$ cat src/rtl/wb_commit_way01_if.sv
// Bundle of signals between the two EU result registers (way0/way1), the
// writeback commit stage and the register-file write ports.
//   way0_* / way1_* : execute results tagged with a program-order ID (pID)
//   flush_i         : squash everything buffered in the commit stage
//   ready_o         : accept strobe returned to both EU registers
//   wb0_* / wb1_*   : register-file write ports (older / younger slot)
//   retired_o       : entries retired this cycle (0..2)
//   err_o           : sticky protocol error
// master = producer side (EU registers + flush source), slave = commit stage.
interface wb_commit_way01_if #(
  parameter int DATA_W = 64,
  parameter int ADDR_W = 5,
  parameter int PID_W  = 2
);
  logic              way0_valid_i;
  logic              way0_rdWriteEnable_i;
  logic [ADDR_W-1:0] way0_rdAddr_i;
  logic [DATA_W-1:0] way0_rdData_i;
  logic [PID_W-1:0]  way0_pID_i;
  logic              way1_valid_i;
  logic              way1_rdWriteEnable_i;
  logic [ADDR_W-1:0] way1_rdAddr_i;
  logic [DATA_W-1:0] way1_rdData_i;
  logic [PID_W-1:0]  way1_pID_i;
  logic              flush_i;
  logic              ready_o;
  logic              wb0_en_o;
  logic [ADDR_W-1:0] wb0_addr_o;
  logic [DATA_W-1:0] wb0_data_o;
  logic              wb1_en_o;
  logic [ADDR_W-1:0] wb1_addr_o;
  logic [DATA_W-1:0] wb1_data_o;
  logic [1:0]        retired_o;
  logic              err_o;

  modport master (
    output way0_valid_i, way0_rdWriteEnable_i, way0_rdAddr_i, way0_rdData_i, way0_pID_i,
    output way1_valid_i, way1_rdWriteEnable_i, way1_rdAddr_i, way1_rdData_i, way1_pID_i,
    output flush_i,
    input  ready_o, wb0_en_o, wb0_addr_o, wb0_data_o,
    input  wb1_en_o, wb1_addr_o, wb1_data_o, retired_o, err_o
  );

  modport slave (
    input  way0_valid_i, way0_rdWriteEnable_i, way0_rdAddr_i, way0_rdData_i, way0_pID_i,
    input  way1_valid_i, way1_rdWriteEnable_i, way1_rdAddr_i, way1_rdData_i, way1_pID_i,
    input  flush_i,
    output ready_o, wb0_en_o, wb0_addr_o, wb0_data_o,
    output wb1_en_o, wb1_addr_o, wb1_data_o, retired_o, err_o
  );
endinterface

$ cat src/rtl/wb_commit_way01.sv
// Writeback commit stage behind the way0/way1 EU pipeline registers.
// Results are parked in a reorder buffer indexed directly by their pID and
// retired strictly in pID order, up to two per cycle, onto two register-file
// write ports (port 0 = older, port 1 = younger).
// Ports:
//   clk     : clock
//   reset_n : synchronous active-low reset
//   bus     : wb_commit_way01_if.slave (way inputs, flush, ready, wb ports,
//             retired count, sticky error)
module wb_commit_way01 #(
  parameter int DATA_W = 64,
  parameter int ADDR_W = 5,
  parameter int PID_W  = 2
) (
  input  logic               clk,
  input  logic               reset_n,
  wb_commit_way01_if.slave   bus
);
  localparam int DEPTH = 1 << PID_W;
  localparam int CW    = PID_W + 1;

  logic [DEPTH-1:0]  r_filled;
  logic              r_we   [DEPTH];
  logic [ADDR_W-1:0] r_addr [DEPTH];
  logic [DATA_W-1:0] r_data [DEPTH];
  logic [PID_W-1:0]  r_head;
  logic [CW-1:0]     r_count;

  logic              r_wb0_en;
  logic [ADDR_W-1:0] r_wb0_addr;
  logic [DATA_W-1:0] r_wb0_data;
  logic              r_wb1_en;
  logic [ADDR_W-1:0] r_wb1_addr;
  logic [DATA_W-1:0] r_wb1_data;
  logic [1:0]        r_retired;
  logic              r_err;

  logic              w_ready;
  logic [PID_W-1:0]  w_head1;
  logic              w_c0;
  logic              w_c1;
  logic [1:0]        w_nret;
  logic [DEPTH-1:0]  w_ret;
  logic [DEPTH-1:0]  w_busy;
  logic [DEPTH-1:0]  w_ins;
  logic              w_v0;
  logic              w_v1;
  logic              w_dup;
  logic              w_ins0;
  logic              w_ins1;
  logic              w_err_set;
  logic              w_wr0;
  logic              w_wr1;
  logic              w_same;

  assign w_ready = reset_n & ~bus.flush_i & ~r_err;

  // Commit decision is made on pre-edge state only.
  assign w_head1 = r_head + PID_W'(1);
  assign w_c0    = r_filled[r_head];
  assign w_c1    = w_c0 & r_filled[w_head1];
  assign w_nret  = {1'b0, w_c0} + {1'b0, w_c1};

  always_comb begin
    w_ret = '0;
    if (w_c0) w_ret[r_head]  = 1'b1;
    if (w_c1) w_ret[w_head1] = 1'b1;
  end

  // A slot retiring at this edge may be refilled at the same edge without
  // error; only a slot that stays occupied counts as a collision.
  assign w_busy = r_filled & ~w_ret;

  assign w_v0      = bus.way0_valid_i & w_ready;
  assign w_v1      = bus.way1_valid_i & w_ready;
  assign w_dup     = w_v0 & w_v1 & (bus.way0_pID_i == bus.way1_pID_i);
  assign w_ins0    = w_v0 & ~w_dup & ~w_busy[bus.way0_pID_i];
  assign w_ins1    = w_v1 & ~w_busy[bus.way1_pID_i];
  assign w_err_set = w_dup | (w_v0 & w_busy[bus.way0_pID_i])
                           | (w_v1 & w_busy[bus.way1_pID_i]);

  always_comb begin
    w_ins = '0;
    if (w_ins0) w_ins[bus.way0_pID_i] = 1'b1;
    if (w_ins1) w_ins[bus.way1_pID_i] = 1'b1;
  end

  assign w_wr0  = w_c0 & r_we[r_head]  & (r_addr[r_head]  != '0);
  assign w_wr1  = w_c1 & r_we[w_head1] & (r_addr[w_head1] != '0);
  // Two retiring writes to one register: only the younger one may land.
  assign w_same = w_wr0 & w_wr1 & (r_addr[r_head] == r_addr[w_head1]);

  always_ff @(posedge clk) begin
    if (!reset_n) begin
      r_filled   <= '0;
      r_head     <= '0;
      r_count    <= '0;
      r_wb0_en   <= 1'b0;
      r_wb0_addr <= '0;
      r_wb0_data <= '0;
      r_wb1_en   <= 1'b0;
      r_wb1_addr <= '0;
      r_wb1_data <= '0;
      r_retired  <= '0;
      r_err      <= 1'b0;
    end else if (bus.flush_i) begin
      r_filled  <= '0;
      r_head    <= '0;
      r_count   <= '0;
      r_wb0_en  <= 1'b0;
      r_wb1_en  <= 1'b0;
      r_retired <= '0;
    end else begin
      r_filled  <= (r_filled & ~w_ret) | w_ins;
      r_head    <= r_head + PID_W'(w_nret);
      r_count   <= r_count + CW'(w_ins0) + CW'(w_ins1) - CW'(w_nret);
      r_wb0_en  <= w_wr0 & ~w_same;
      r_wb1_en  <= w_wr1;
      r_retired <= w_nret;
      if (w_c0) begin
        r_wb0_addr <= r_addr[r_head];
        r_wb0_data <= r_data[r_head];
      end
      if (w_c1) begin
        r_wb1_addr <= r_addr[w_head1];
        r_wb1_data <= r_data[w_head1];
      end
      if (w_err_set) r_err <= 1'b1;
    end
  end

  // Payload needs no reset: filled bits gate every use, and inserts are
  // already blocked during reset/flush through w_ready.
  always_ff @(posedge clk) begin
    if (w_ins0) begin
      r_we[bus.way0_pID_i]   <= bus.way0_rdWriteEnable_i;
      r_addr[bus.way0_pID_i] <= bus.way0_rdAddr_i;
      r_data[bus.way0_pID_i] <= bus.way0_rdData_i;
    end
    if (w_ins1) begin
      r_we[bus.way1_pID_i]   <= bus.way1_rdWriteEnable_i;
      r_addr[bus.way1_pID_i] <= bus.way1_rdAddr_i;
      r_data[bus.way1_pID_i] <= bus.way1_rdData_i;
    end
  end

  assign bus.ready_o    = w_ready;
  assign bus.wb0_en_o   = r_wb0_en;
  assign bus.wb0_addr_o = r_wb0_addr;
  assign bus.wb0_data_o = r_wb0_data;
  assign bus.wb1_en_o   = r_wb1_en;
  assign bus.wb1_addr_o = r_wb1_addr;
  assign bus.wb1_data_o = r_wb1_data;
  assign bus.retired_o  = r_retired;
  assign bus.err_o      = r_err;
endmodule

$ cat src/flat_wrapper.sv
// flat-port wrapper written by rule: the top's interface ports become plain ports
module wb_commit_way01_flat 
#(
  parameter int DATA_W = 64,
  parameter int ADDR_W = 5,
  parameter int PID_W  = 2
)
  (clk, reset_n, bus_way0_valid_i, bus_way0_rdWriteEnable_i, bus_way0_rdAddr_i, bus_way0_rdData_i, bus_way0_pID_i, bus_way1_valid_i, bus_way1_rdWriteEnable_i, bus_way1_rdAddr_i, bus_way1_rdData_i, bus_way1_pID_i, bus_flush_i, bus_ready_o, bus_wb0_en_o, bus_wb0_addr_o, bus_wb0_data_o, bus_wb1_en_o, bus_wb1_addr_o, bus_wb1_data_o, bus_retired_o, bus_err_o);
  wb_commit_way01_if #(.DATA_W(DATA_W), .ADDR_W(ADDR_W), .PID_W(PID_W)) bus_i ();
  input  logic clk;
  input  logic reset_n;
  input wire logic [$bits(bus_i.way0_valid_i)-1:0] bus_way0_valid_i;
  input wire logic [$bits(bus_i.way0_rdWriteEnable_i)-1:0] bus_way0_rdWriteEnable_i;
  input wire logic [$bits(bus_i.way0_rdAddr_i)-1:0] bus_way0_rdAddr_i;
  input wire logic [$bits(bus_i.way0_rdData_i)-1:0] bus_way0_rdData_i;
  input wire logic [$bits(bus_i.way0_pID_i)-1:0] bus_way0_pID_i;
  input wire logic [$bits(bus_i.way1_valid_i)-1:0] bus_way1_valid_i;
  input wire logic [$bits(bus_i.way1_rdWriteEnable_i)-1:0] bus_way1_rdWriteEnable_i;
  input wire logic [$bits(bus_i.way1_rdAddr_i)-1:0] bus_way1_rdAddr_i;
  input wire logic [$bits(bus_i.way1_rdData_i)-1:0] bus_way1_rdData_i;
  input wire logic [$bits(bus_i.way1_pID_i)-1:0] bus_way1_pID_i;
  input wire logic [$bits(bus_i.flush_i)-1:0] bus_flush_i;
  output wire logic [$bits(bus_i.ready_o)-1:0] bus_ready_o;
  output wire logic [$bits(bus_i.wb0_en_o)-1:0] bus_wb0_en_o;
  output wire logic [$bits(bus_i.wb0_addr_o)-1:0] bus_wb0_addr_o;
  output wire logic [$bits(bus_i.wb0_data_o)-1:0] bus_wb0_data_o;
  output wire logic [$bits(bus_i.wb1_en_o)-1:0] bus_wb1_en_o;
  output wire logic [$bits(bus_i.wb1_addr_o)-1:0] bus_wb1_addr_o;
  output wire logic [$bits(bus_i.wb1_data_o)-1:0] bus_wb1_data_o;
  output wire logic [$bits(bus_i.retired_o)-1:0] bus_retired_o;
  output wire logic [$bits(bus_i.err_o)-1:0] bus_err_o;
  assign bus_i.way0_valid_i = bus_way0_valid_i;
  assign bus_i.way0_rdWriteEnable_i = bus_way0_rdWriteEnable_i;
  assign bus_i.way0_rdAddr_i = bus_way0_rdAddr_i;
  assign bus_i.way0_rdData_i = bus_way0_rdData_i;
  assign bus_i.way0_pID_i = bus_way0_pID_i;
  assign bus_i.way1_valid_i = bus_way1_valid_i;
  assign bus_i.way1_rdWriteEnable_i = bus_way1_rdWriteEnable_i;
  assign bus_i.way1_rdAddr_i = bus_way1_rdAddr_i;
  assign bus_i.way1_rdData_i = bus_way1_rdData_i;
  assign bus_i.way1_pID_i = bus_way1_pID_i;
  assign bus_i.flush_i = bus_flush_i;
  assign bus_ready_o = bus_i.ready_o;
  assign bus_wb0_en_o = bus_i.wb0_en_o;
  assign bus_wb0_addr_o = bus_i.wb0_addr_o;
  assign bus_wb0_data_o = bus_i.wb0_data_o;
  assign bus_wb1_en_o = bus_i.wb1_en_o;
  assign bus_wb1_addr_o = bus_i.wb1_addr_o;
  assign bus_wb1_data_o = bus_i.wb1_data_o;
  assign bus_retired_o = bus_i.retired_o;
  assign bus_err_o = bus_i.err_o;
  wb_commit_way01 #(.DATA_W(DATA_W), .ADDR_W(ADDR_W), .PID_W(PID_W)) u_core (.clk(clk), .reset_n(reset_n), .bus(bus_i));
endmodule
$ cat config.mk
export PLATFORM = sky130hd
export DESIGN_NAME = wb_commit_way01_flat
export DESIGN_NICKNAME = d
export VERILOG_FILES = /design/src/rtl/wb_commit_way01_if.sv /design/src/rtl/wb_commit_way01.sv /design/src/flat_wrapper.sv
export SDC_FILE = /design/constraint.sdc
export NUM_CORES = 1
export LEC_CHECK = 0
export CORE_UTILIZATION = 50
export CTS_CLUSTER_DIAMETER = 30
export DETAILED_ROUTE_END_ITERATION = 8
export PLACE_DENSITY = 0.75
export RECOVER_POWER = 50
export SLEW_MARGIN = 5
export SYNTH_ARGS = -nofsm -noshare
export SYNTH_HDL_FRONTEND = slang
export SYNTH_SLANG_ARGS = --single-unit
$ cat constraint.sdc
create_clock -name clk -period 8.2 [get_ports clk]
set_input_delay 1.64 -clock clk [delete_from_list [all_inputs] [get_ports clk]]
set_output_delay 1.64 -clock clk [all_outputs]
set_load 0.05 [all_outputs]
# After elaboration in Yosys (flattened, before gate mapping)
# Memory sizes are Yosys's and may differ from the RTL's. A register that Yosys moved wholly into a read port is not among the register bits.
# Index checks and enable logic that the tools add are counted.
# word_totals
ram_bits	280
inputBits	149
regBits	21
memories	3
latch_bits	0
elab_cells	95
mem_bits_ro	0
# classes
n_mux	26
add_sub_neg	3
reduce_logical	12
bitwise_logic	33
magnitude_cmp	8
eq_ne	2
n_div	0
n_shift	0
multipliers	0
# memory_table
memory	depth	width	rd	rd_clocked_by_memory_dff	write_ports	line	rtl
u_core.r_data	4	64	2	2	2	wb_commit_way01.sv:25	logic [DATA_W-1:0] r_data [DEPTH];
u_core.r_addr	4	5	2	1	2	wb_commit_way01.sv:24	logic [ADDR_W-1:0] r_addr [DEPTH];
u_core.r_we	4	1	2	1	2	wb_commit_way01.sv:23	logic r_we [DEPTH];
# op_table
operator	count
bitwise AND 1 bit	19
two-way mux 4 bit	4
less-than comparator 2 x 3 -> 1 bit (second input constant)	4
two-way mux 1 bit	12
OR 4 bit	3
nonzero test 5 bit	2
binary-select mux 1 bit (select 2 bit)	4
demux 1 bit (select 2 bit)	4
>= comparator 2 x 1 -> 1 bit (second input constant)	4
inverter 1 bit	7
AND reduction 2 bit	3
equality test 5 bit	1
bitwise AND 4 bit	1
logical AND 1 bit	4
two-way mux 2 bit	2
inverter 4 bit	1
adder 1 x 1 -> 2 bit	1
adder 2 x 1 -> 2 bit (second input constant)	1
adder 2 bit	1
equality test 2 bit	1
zero test 1 bit	2
OR 1 bit	2
OR reduction 2 bit	1

# Depth between registers and ports, before layout
# logic_depth
ltp_word	17
depth_mapped	14
mapped_depth_nobuf	8

# Least setup slack after synthesis
# No wires, ideal clock.
# synth_timing
path_kind	input port to flip-flop
start	in reset_n
end	mem u_core.r_addr[3][0], enable pin
path_slack_ns	-0.602
path_stages	7
arrival_time_ns	8.207
cell_sequence	clkbuf_1 > nand2b_1 > clkbuf_1 > nor2_1 > and2_1 > nand4_1 > o21ai_0
# synth_rtl
item	line	rtl
start: declaration	flat_wrapper.sv:11	input logic reset_n;
end: declaration	wb_commit_way01.sv:24	

==> results.cfg <==
[status]
status = complete, but fails checks
violations = max-capacitance violations, max-slew violations

[global_routing]
grt_pass1_vias = 14906
grt_max_degree = 149
grt_pass1_wl_um = 86600
antenna_found_initial = 11
gr-total-overflow = 0
grt_usage_pct = 26.0

[synthesis]
synthMuxAreaShare_pct = 31.7
yosysSeqAreaShare_pct = 52.1
synth.distinct_cells = 54
syn-cell-area_um2 = 21900
synth_edf_count = 280
synthTopCellsByArea = edfxtp_1, mux4_2, dfxtp_1, mux2_4, mux2_2
ys_ff_latch = 429
synth_compound_area_share_pct = 5.64
synth_fa_ha_area_share_pct = 0.515
ys_warn_count = 0
synth-async-reset-ratio_pct = 0
netlist.area_leader.share_pct = 38.4
syn_nets = 1644
synth_xor_area_share_pct = 0.320
synth_top_family_by_area = multiplexers
synth-main-ff-cell = edfxtp_1
synth_top_cell_by_area = edfxtp_1
synthCells = 1486
synthSimpleGateAreaFrac_pct = 6.16
syn_area_per_cell_um2 = 14.7

[power_and_ir_drop]
leakagePower_nw = 9.74
power_w = 0.00647
ir_drop_mv = 0.142
power_density_nw_per_um2 = 231

[timing]
fin_crit_ns = 6.58
max_freq_ghz = 0.152
clock_skew_ns = 0.0236
hold_slack_ns = 0.459
tightestPinTransition_ns = 3.59
min_period_over_period_pct = 80.3
setup_tns_ns = 0
slew-limit-headroom_pct = -139
finalWorstSetupSlack_ns = 1.62
hold_viol = 0
drv_slew = 345
setup_viol = 0
rsz0062_at_grt = no

[worst_setup_path]
startpoint = u_core.r_head[1]
critPathCaptureType = flop
required_ns = 8.48
max_stage_delay_ns = 1.44
crit_path_top_delay_cell = ha_1
cp_max_fo = 44
crit_top_cell = buf_4
cp_cell_sequence = inv_1, ha_1, mux4_2, a21oi_1, o21ai_0, nand2_1, buf_4, o21ai_4, buf_4
startpoint_type = flop
cp_data_arrival_time_ns = 6.86
critPathKind = reg -> reg
r2r-start = u_core.r_head[1]

[layout]
layout.cells.non_filler = 2453
syn_to_final_growth_pct = 27.8
final_layout_size_suffix_gt1_share_pct = 29.9
nets = 1935

[placement]
port_buffers = 292
dp_cells = 2266
hpwl_um = 33600
place_congestion = 0.830
pre_cts_ws_ns = 2.96

[clocking]
ctsLongestPathBuffers = 3
htree_levels = 3
cts.sink_count = 429
post_cts_buffers = 0
cts_tree = built
clkTransAtPathRegs_ns = 0.05
clock_latency_ns = 0.62
ctsResizeCount = 0
postCtsHoldBufs = 0
cts_root_buf = clkbuf_16
cts_made_buffers = 94

[worst_hold_path]
worstHoldStart = u_core.bus.wb0_data_o[59]
min_path_type = reg -> reg

[die]
row_count = 76
initial_core_util_pct = 50.8
die_area_um2 = 44600
core_um2 = 43100
io_pins = 293
die_width_um = 211
die_h_um = 211

[detailed_routing]
route.detailed.drc = 0
vias = 14104
wl_um = 57600
avgViaCountPerCell = 5.75
firstDrtPassIters = 6
post_drt_wl_per_cell_um = 23.5
first_iter_violations = 1103
antenna_left = 0

[run]
cap_violations = 8
## cell usage after synthesis (all sizes together), types with 3 or more instances
cell type and n:
nand3 6, xor2 5, edfxtp 280, nor2b 4, ha 9, and3 4, a21boi 138, buf 72
a21oi 6, nand2 288, mux4 143, dfxtp 149, inv 4, o21ai 7, nor3 5, xnor2 3
clkbuf 42, a31oi 3, mux2 281, nor2 9
## logic make-up (layout without fill, tap and decap cells)
logic type,Yosys count,in the layout
compound gates,167,167
xor+xnor,8,8
fa+ha+maj,9,9
buf+inv,118,491
flops,429,429
mux,425,425
other cells,0,9
simple gates,330,330
## cell usage in the layout, fill, tap and decap left out, types with 3 or more instances in the layout
cell,instances
a21boi_0,138
a21oi_1,6
a31oi_1,3
and3_1,4
buf_4,12
bufinv_16,8
clkbuf_1,16
clkbuf_16,98
clkbuf_8,4
clkdlybuf4s50_1,148
clkinv_1,5
clkinv_2,18
clkinv_4,8
clkinv_8,4
clkinvlp_4,14
dfxtp_1,148
diode_2,9
dlygate4sd3_1,143
edfxtp_1,280
ha_1,9
inv_1,4
inv_6,4
mux2_1,53
mux2_2,143
mux2_4,85
mux4_1,3
mux4_2,140
nand2_1,286
nand3_1,6
nor2_1,9
nor3_1,5
o21ai_0,5
xnor2_1,3
xor2_1,5
## sequential cells by signal, indices dropped and copies added, names as in the netlist
signal,cells
u_core.bus.wb0_data_o,64
u_core.bus.wb0_en_o,1
u_core.bus.wb1_en_o,1
u_core.bus.err_o,1
u_core.r_data,256
u_core.bus.wb1_addr_o,5
u_core.bus.wb0_addr_o,5
u_core.bus.retired_o,2
u_core.r_we,4
u_core.r_addr,20
u_core.bus.wb1_data_o,64
u_core.r_filled,4
u_core.r_head,2
## final timing paths
| path | end | slack [ns] | cells past startpoint |
|---|---|---|---|
| max | u_core.r_data[3][41] | 1.62 | 9 |
| min | u_core.bus.wb0_data_o[59] | 0.46 | 2 |
| max reg2reg | u_core.r_data[3][41] | 1.62 | 9 |
| min reg2reg | u_core.bus.wb0_data_o[59] | 0.46 | 2 |
## report_power, final
group / leakage, nW / total, W / internal (W) / switching, W
sequential: 3.74 / 0.00237 / 0.00236 / 0.0000186
combinational: 4.46 / 0.000364 / 0.000197 / 0.000167
clock: 1.54 / 0.00373 / 0.00248 / 0.00125
total: 9.74 / 0.00647 / 0.00503 / 0.00143
## area by class of cell
cell class              instances  area [µm²]
repair buffers                309        3060
flip-flops and latches        429       11400
clock buffers                 115        2560
well taps                     585         732
fillers                      3118       15100
inverters                       4        15.0
multi-input cells             939        9530
clock inverters                63         651
diodes                          9        22.5
## worst max-delay path: cells and delay by family (launching register included)
kind,cells,cell delay [ns]
multiplexers,1,0.79
adder cells (fa/ha/maj),1,1.44
AND/OR/NAND/NOR,1,1.18
flip-flops,1,0.94
buffers and inverters,3,1.34
AO/OA/AOI/OAI,3,0.47
## routing by layer
layer | track usage (%) | up-vias | part of all wire [%]
li1 | - | 6282 | -
met1 | 32.5 | 7165 | 40
met2 | 43.6 | 540 | 50
met3 | 5.58 | 113 | 6.6
met4 | 11.2 | 4 | 2.8
met5 | 0 | - | 0.047
## stage by stage
step / cell area [µm²] / util, %
3_3_place_gp: 25000 / 58.0
3_5_place_dp: 25000 / 58.0
5_1_grt: 28000 / 64.9
2_1_floorplan: 21900 / -
6_report: 28000 / 64.9
4_1_cts: 28200 / 65.5
(Power assumes the default switching activity.)
==> edit 1: new RTL, same settings <==
`DATA_W` is set to 64 in 3 places; all go to 68.
--- a/src/rtl/wb_commit_way01_if.sv
+++ b/src/rtl/wb_commit_way01_if.sv
@@ -9,5 +9,5 @@
 // master = producer side (EU registers + flush source), slave = commit stage.
 interface wb_commit_way01_if #(
-  parameter int DATA_W = 64,
+  parameter int DATA_W = 68,
   parameter int ADDR_W = 5,
   parameter int PID_W  = 2
--- a/src/rtl/wb_commit_way01.sv
+++ b/src/rtl/wb_commit_way01.sv
@@ -9,5 +9,5 @@
 //             retired count, sticky error)
 module wb_commit_way01 #(
-  parameter int DATA_W = 64,
+  parameter int DATA_W = 68,
   parameter int ADDR_W = 5,
   parameter int PID_W  = 2
--- a/src/flat_wrapper.sv
+++ b/src/flat_wrapper.sv
@@ -2,5 +2,5 @@
 module wb_commit_way01_flat 
 #(
-  parameter int DATA_W = 64,
+  parameter int DATA_W = 68,
   parameter int ADDR_W = 5,
   parameter int PID_W  = 2
Interface: changed (resized bus_way0_rdData_i, bus_way1_rdData_i, bus_wb0_data_o and bus_wb1_data_o); port bits go from 293 to 309. No check against the original RTL was run, so the function may have changed too.
==> edit 1 against the unedited design <==
- setup slack worse by 0.029 ns
- cell area up 5.5%
- final cell count up 4.4%
- global-route usage up 0.83 points
- largest power group unchanged
- first-iteration DRC count down 18%
- power up 12%
- area after synthesis up 2.2%
- sequential cell count up 24
- largest cell class unchanged
- wire length up 4.4%
- the run still ends with max-capacitance violations, max-slew violations left
==> edit 1: results (changes against the unedited design) <==
- Outcome: complete, but fails checks
- Failing checks: max-capacitance violations, max-slew violations
- Setup WS pre-CTS: 2.58 ns (-0.377 ns)
- Cts bufs inserted: 105 (+12%)
- Critical path's largest stage delay: 1.77 ns (+0.33 ns)
- Initial DRT Pass Iterations: 7 (+1)
- Part of the cycle the worst path needs: 0.806 (+0.00355)
- Non-Clock Inverter Count: 5 (+1)
- Number of violations of the max-capacitance limit: 3 (-5)
- Inserted Diodes: 6 (-3)
- Share of cells above drive strength 1: 0.265 (-0.0336)
- Clk. pwr: 4.40 mW (+18%)
- Buffers on Ports: 308 (+5.5%)
- Total global-route track usage: 0.268 (+0.00827)
- Worst ir drop on vdd: 0.000183 V (+29%)
- M1 wire length: 23800 µm (+2.5%)
- Maximum number of pins on one net before global-route repair: 87 (-42%)
- Worst-case register-to-register setup slack: 1.59 ns (-0.03 ns)
- Final wirelength: 60100 µm (+4.4%)
- Wire length on met2: 30700 µm (+6.1%)
- Placed Cells incl. Taps: 2355 (+3.9%)
- Worst flop-to-flop path startpoint: u_core.r_head[0]
- Worst-case hold slack: 0.452 ns (-0.00643 ns)
- Buffers, non-clock: 324 (+4.9%)
- Source-to-sink clock delay at the later pin of the worst-skew pair: 0.64 ns (+0.02 ns)
- Path type of the worst min-delay path: flop to flop
- Critical path class: flop to flop
- Clock skew: 0.0187 ns (-0.00490 ns)
- Total met3 wirelength after detailed routing: 3290 µm (-14%)
- Number of global-route vias before repair: 15926 (+6.8%)
- Number of non-filler instances in the completed layout: 2561 (+4.4%)
- Net count after synthesis: 1724 (+4.9%)
- Worst reg2reg path depth: 8 (-1)
- Sequential share of the synthesized area: 0.538 (+0.0175)
- Number of clock buffers in the layout: 151 (+31%)
- Endpoint with the worst hold slack: u_core.bus.wb1_addr_o[4]
- Initial detailed-routing violation count: 909 (-18%)
- EDFF count, synth: 296 (+5.7%)
- Multi-input gate area: 9630 µm² (+1.1%)
- Max reg flops: 272 (+6.3%)
- Vias per cell: 5.76 (+0.10%)
- Final-layout fill cell count: 3186 (+2.2%)
- Standby leakage power: 10.2 nW (+4.8%)
- Last weighted congestion value of the routability-driven placer: 0.804 (-3.2%)
- Non-clock buffering overhead in the final layout: 0.109 (-0.000878)
- Maximum fanout count along the critical path: 62 (+41%)
- Multi-input gate count: 981 (+4.5%)
- Count of cell types in the netlist: 47 (-13%)
- Main area contributors after synthesis: sky130_fd_sc_hd__edfxtp_1, sky130_fd_sc_hd__mux4_2, sky130_fd_sc_hd__dfxtp_1
- Pins over their slew limit: 186 (-46%)
- FF/Latch Area: 12000 µm² (+5.7%)
- Clock tree sinks: 453 (+5.6%)
- Cells after synthesis: 1558 (+4.8%)
- Slew at the pin closest to its max-slew limit: 3.67 ns (+0.0890 ns)
- Initial antenna violation count: 9 (-2)
-- edit 1: kinds of logic (layout without fill, tap and decap cells) --
logic type                 count (synthesis)  count (layout)  synth area share
DFF                                      453             453             0.538
muxes                                    448             448             0.302
and+or+nand+nor                          344             344            0.0623
AOI/OAI and AO/OA                        172             172            0.0575
buffers and inverters                    124             529            0.0319
adders and majority gates                  9               9           0.00504
xor gates and xnor gates                   8               8           0.00313
other                                      0               6                 0
-- edit 1: metrics by stage --
stage	cell area, µm²	util	power [mW]
4_1_cts	29500	0.669	7.27
2_1_floorplan	22400	-	2.71
3_5_place_dp	25700	0.582	2.86
5_1_grt	29500	0.668	7.41
6_report	29500	0.668	7.23
3_3_place_gp	25700	0.582	2.85
-- edit 1: per-layer routing --
metal | global-route usage | up-vias
li1 | - | 6607
met1 | 0.327 | 7482
met2 | 0.458 | 482
met3 | 0.0482 | 161
met4 | 0.137 | 8
met5 | 0 | -
==> edit 2: new RTL, same settings <==
Made on the original files. Make the reset (`reset_n`) asynchronous in one clocked block. Comments in the files are not updated.
--- a/src/rtl/wb_commit_way01.sv
+++ b/src/rtl/wb_commit_way01.sv
@@ -91,5 +91,5 @@
   assign w_same = w_wr0 & w_wr1 & (r_addr[r_head] == r_addr[w_head1]);
 
-  always_ff @(posedge clk) begin
+  always_ff @(posedge clk or negedge reset_n) begin
     if (!reset_n) begin
       r_filled   <= '0;
Check against the original RTL: differs if reset_n is asserted again (counterexample within 4 cycles, from zero or initial values and one cycle with reset_n low); with reset_n held inactive, the same outputs for 4 cycles.
==> edit 2 against the unedited design <==
- via count shrank 5.7%
- largest cell class unchanged
- wire length shrank 3.9%
- the run still ends with max-capacitance violations, max-slew violations left
- setup slack gained 0.36 ns
- area after synthesis shrank 2.3%
- hold slack gained 0.0022 ns
- sequential cell count is the same
- cell area grew 0.50%
- clock skew shrank 0.0028 ns
Power is not compared: it rests on default switching activity, and its combinational part moved more than twofold at a synthesized area within 25%.
==> edit 2: results (changes against the unedited design) <==
- Most frequent cell after synthesis: sky130_fd_sc_hd__mux2_2
- Share of cells above drive strength 1: 0.392 (+0.0937)
- Proportion of synthesized flip-flops having asynchronous set or reset: 0.347 (+0.347)
- Number of violations of the max-capacitance limit: 5 (-3)
- Final-layout fill cell count: 2906 (-6.8%)
- M1 wire length: 21800 µm (-6.2%)
- Dpl cell area: 24700 µm² (-1.3%)
- Pins over their slew limit: 254 (-26%)
- Global-route wire length before repair: 84600 µm (-2.4%)
- Worst reg2reg path depth: 8 (-1)
- Clock skew: 0.0208 ns (-0.00283 ns)
- Remaining max-slew budget at the tightest pin: -1.28 (+0.107)
- Last weighted congestion value of the routability-driven placer: 0.804 (-3.1%)
- Crit-path leading delay family: buffers and inverters
- Sequential share of the synthesized area: 0.568 (+0.0470)
- Initial detailed-routing violation count: 944 (-14%)
- Wire length on met2: 28300 µm (-2.2%)
- Vias: 13301 (-5.7%)
- Failing checks: max-capacitance violations, max-slew violations
- Leading cell types by count after synthesis: sky130_fd_sc_hd__mux2_2, sky130_fd_sc_hd__edfxtp_1, sky130_fd_sc_hd__nand2_1
- Critical path's largest stage delay: 1.79 ns (+0.35 ns)
- Count of cell types in the netlist: 48 (-11%)
- FF-to-FF End: u_core.bus.wb0_en_o
- Outcome: complete, but fails checks
- Total met3 wirelength after detailed routing: 3780 µm (-0.74%)
- HP Start: u_core.bus.wb0_data_o[47]
- Endpoint with the worst hold slack: u_core.bus.wb0_data_o[47]
- Total global-route track usage: 0.259 (-0.000862)
edit 2: cell count changes in the layout (fill, tap and decap cells not counted), sizes merged, moves of 4 or more:
| cell | before | now |
|---|---|---|
| clkinv | 35 | 30 |
| dfxtp | 149 | 0 |
| clkinvlp | 14 | 10 |
| mux2 | 281 | 353 |
| diode | 9 | 5 |
| nand2 | 288 | 208 |
| nand2b | 2 | 6 |
| dfrtp | 0 | 149 |
| bufinv | 8 | 17 |
| a21boi | 138 | 2 |
edit 2: per-stage QoR:
step | util | worst slack [ns] | TNS [ns]
after global placement | 0.587 | 2.70 | 0
final | 0.668 | 1.97 | 0
after CTS | 0.669 | 2.54 | 0
after global routing | 0.668 | 1.58 | 0
after detailed placement | 0.587 | 2.57 | 0
after floorplan | - | -0.411 | -57.58
edit 2: logic make-up (layout without fill, tap and decap cells):
logic type / count (synthesis) / after routing / share of synthesized area
and+or+nand+nor: 250 / 250 / 0.0492
xor gates and xnor gates: 8 / 8 / 0.00328
adders and majority gates: 9 / 9 / 0.00527
AOI/OAI and AO/OA: 31 / 31 / 0.00954
buffers and inverters: 92 / 495 / 0.0265
DFF: 429 / 429 / 0.568
muxes: 499 / 499 / 0.338
other: 0 / 5 / 0
edit 2: how the worst max path moves through the flow:
stage	slack, ns	start	endpoint
6_report	1.97	reset_n	bus_ready_o
5_1_grt	1.58	reset_n	u_core.r_data[0][32]
4_1_cts	2.54	u_core.r_head[0]	u_core.r_data[0][32]
3_5_place_dp	2.57	u_core.r_head[0]	u_core.r_data[0][25]
3_3_place_gp	2.70	bus_flush_i	u_core.r_data[0][28]
2_1_floorplan	-0.41	bus_way0_pID_i[0]	u_core.r_addr[1][0]
edit 2: final cells by class:
class                      count  area [µm²]  share of cell area
clock inverter                65         861              0.0306
inverter                       4        15.0            0.000534
clock buffer                 115        2580              0.0920
timing repair buffer         311        3050               0.109
multi-input combinational    797        8760               0.312
tap                          539         674              0.0240
antenna                        5        12.5            0.000445
sequential                   429       12100               0.432
edit 2: metal layers:
metal  track usage  up-vias
li1              -     5821
met1         0.318     6891
met2         0.443      481
met3        0.0633      106
met4        0.0986        2
met5             0        -
edit 2: power by group through the flow:
stage	clock network, mW	logic, mW	registers, mW
after floorplan	0	0.422	3.49
after global routing	4.18	1.83	2.77
final	4.03	1.74	2.74
after detailed placement	0	1.82	2.78
after CTS	4.07	1.83	2.75
after global placement	0	1.80	2.78
edit 2: worst min-delay path, cell delays in order, from the launching register on:
cell and delay, ns:
sky130_fd_sc_hd__dfrtp_1 0.33, sky130_fd_sc_hd__nand2_1 0.05, sky130_fd_sc_hd__nand2_1 0.05
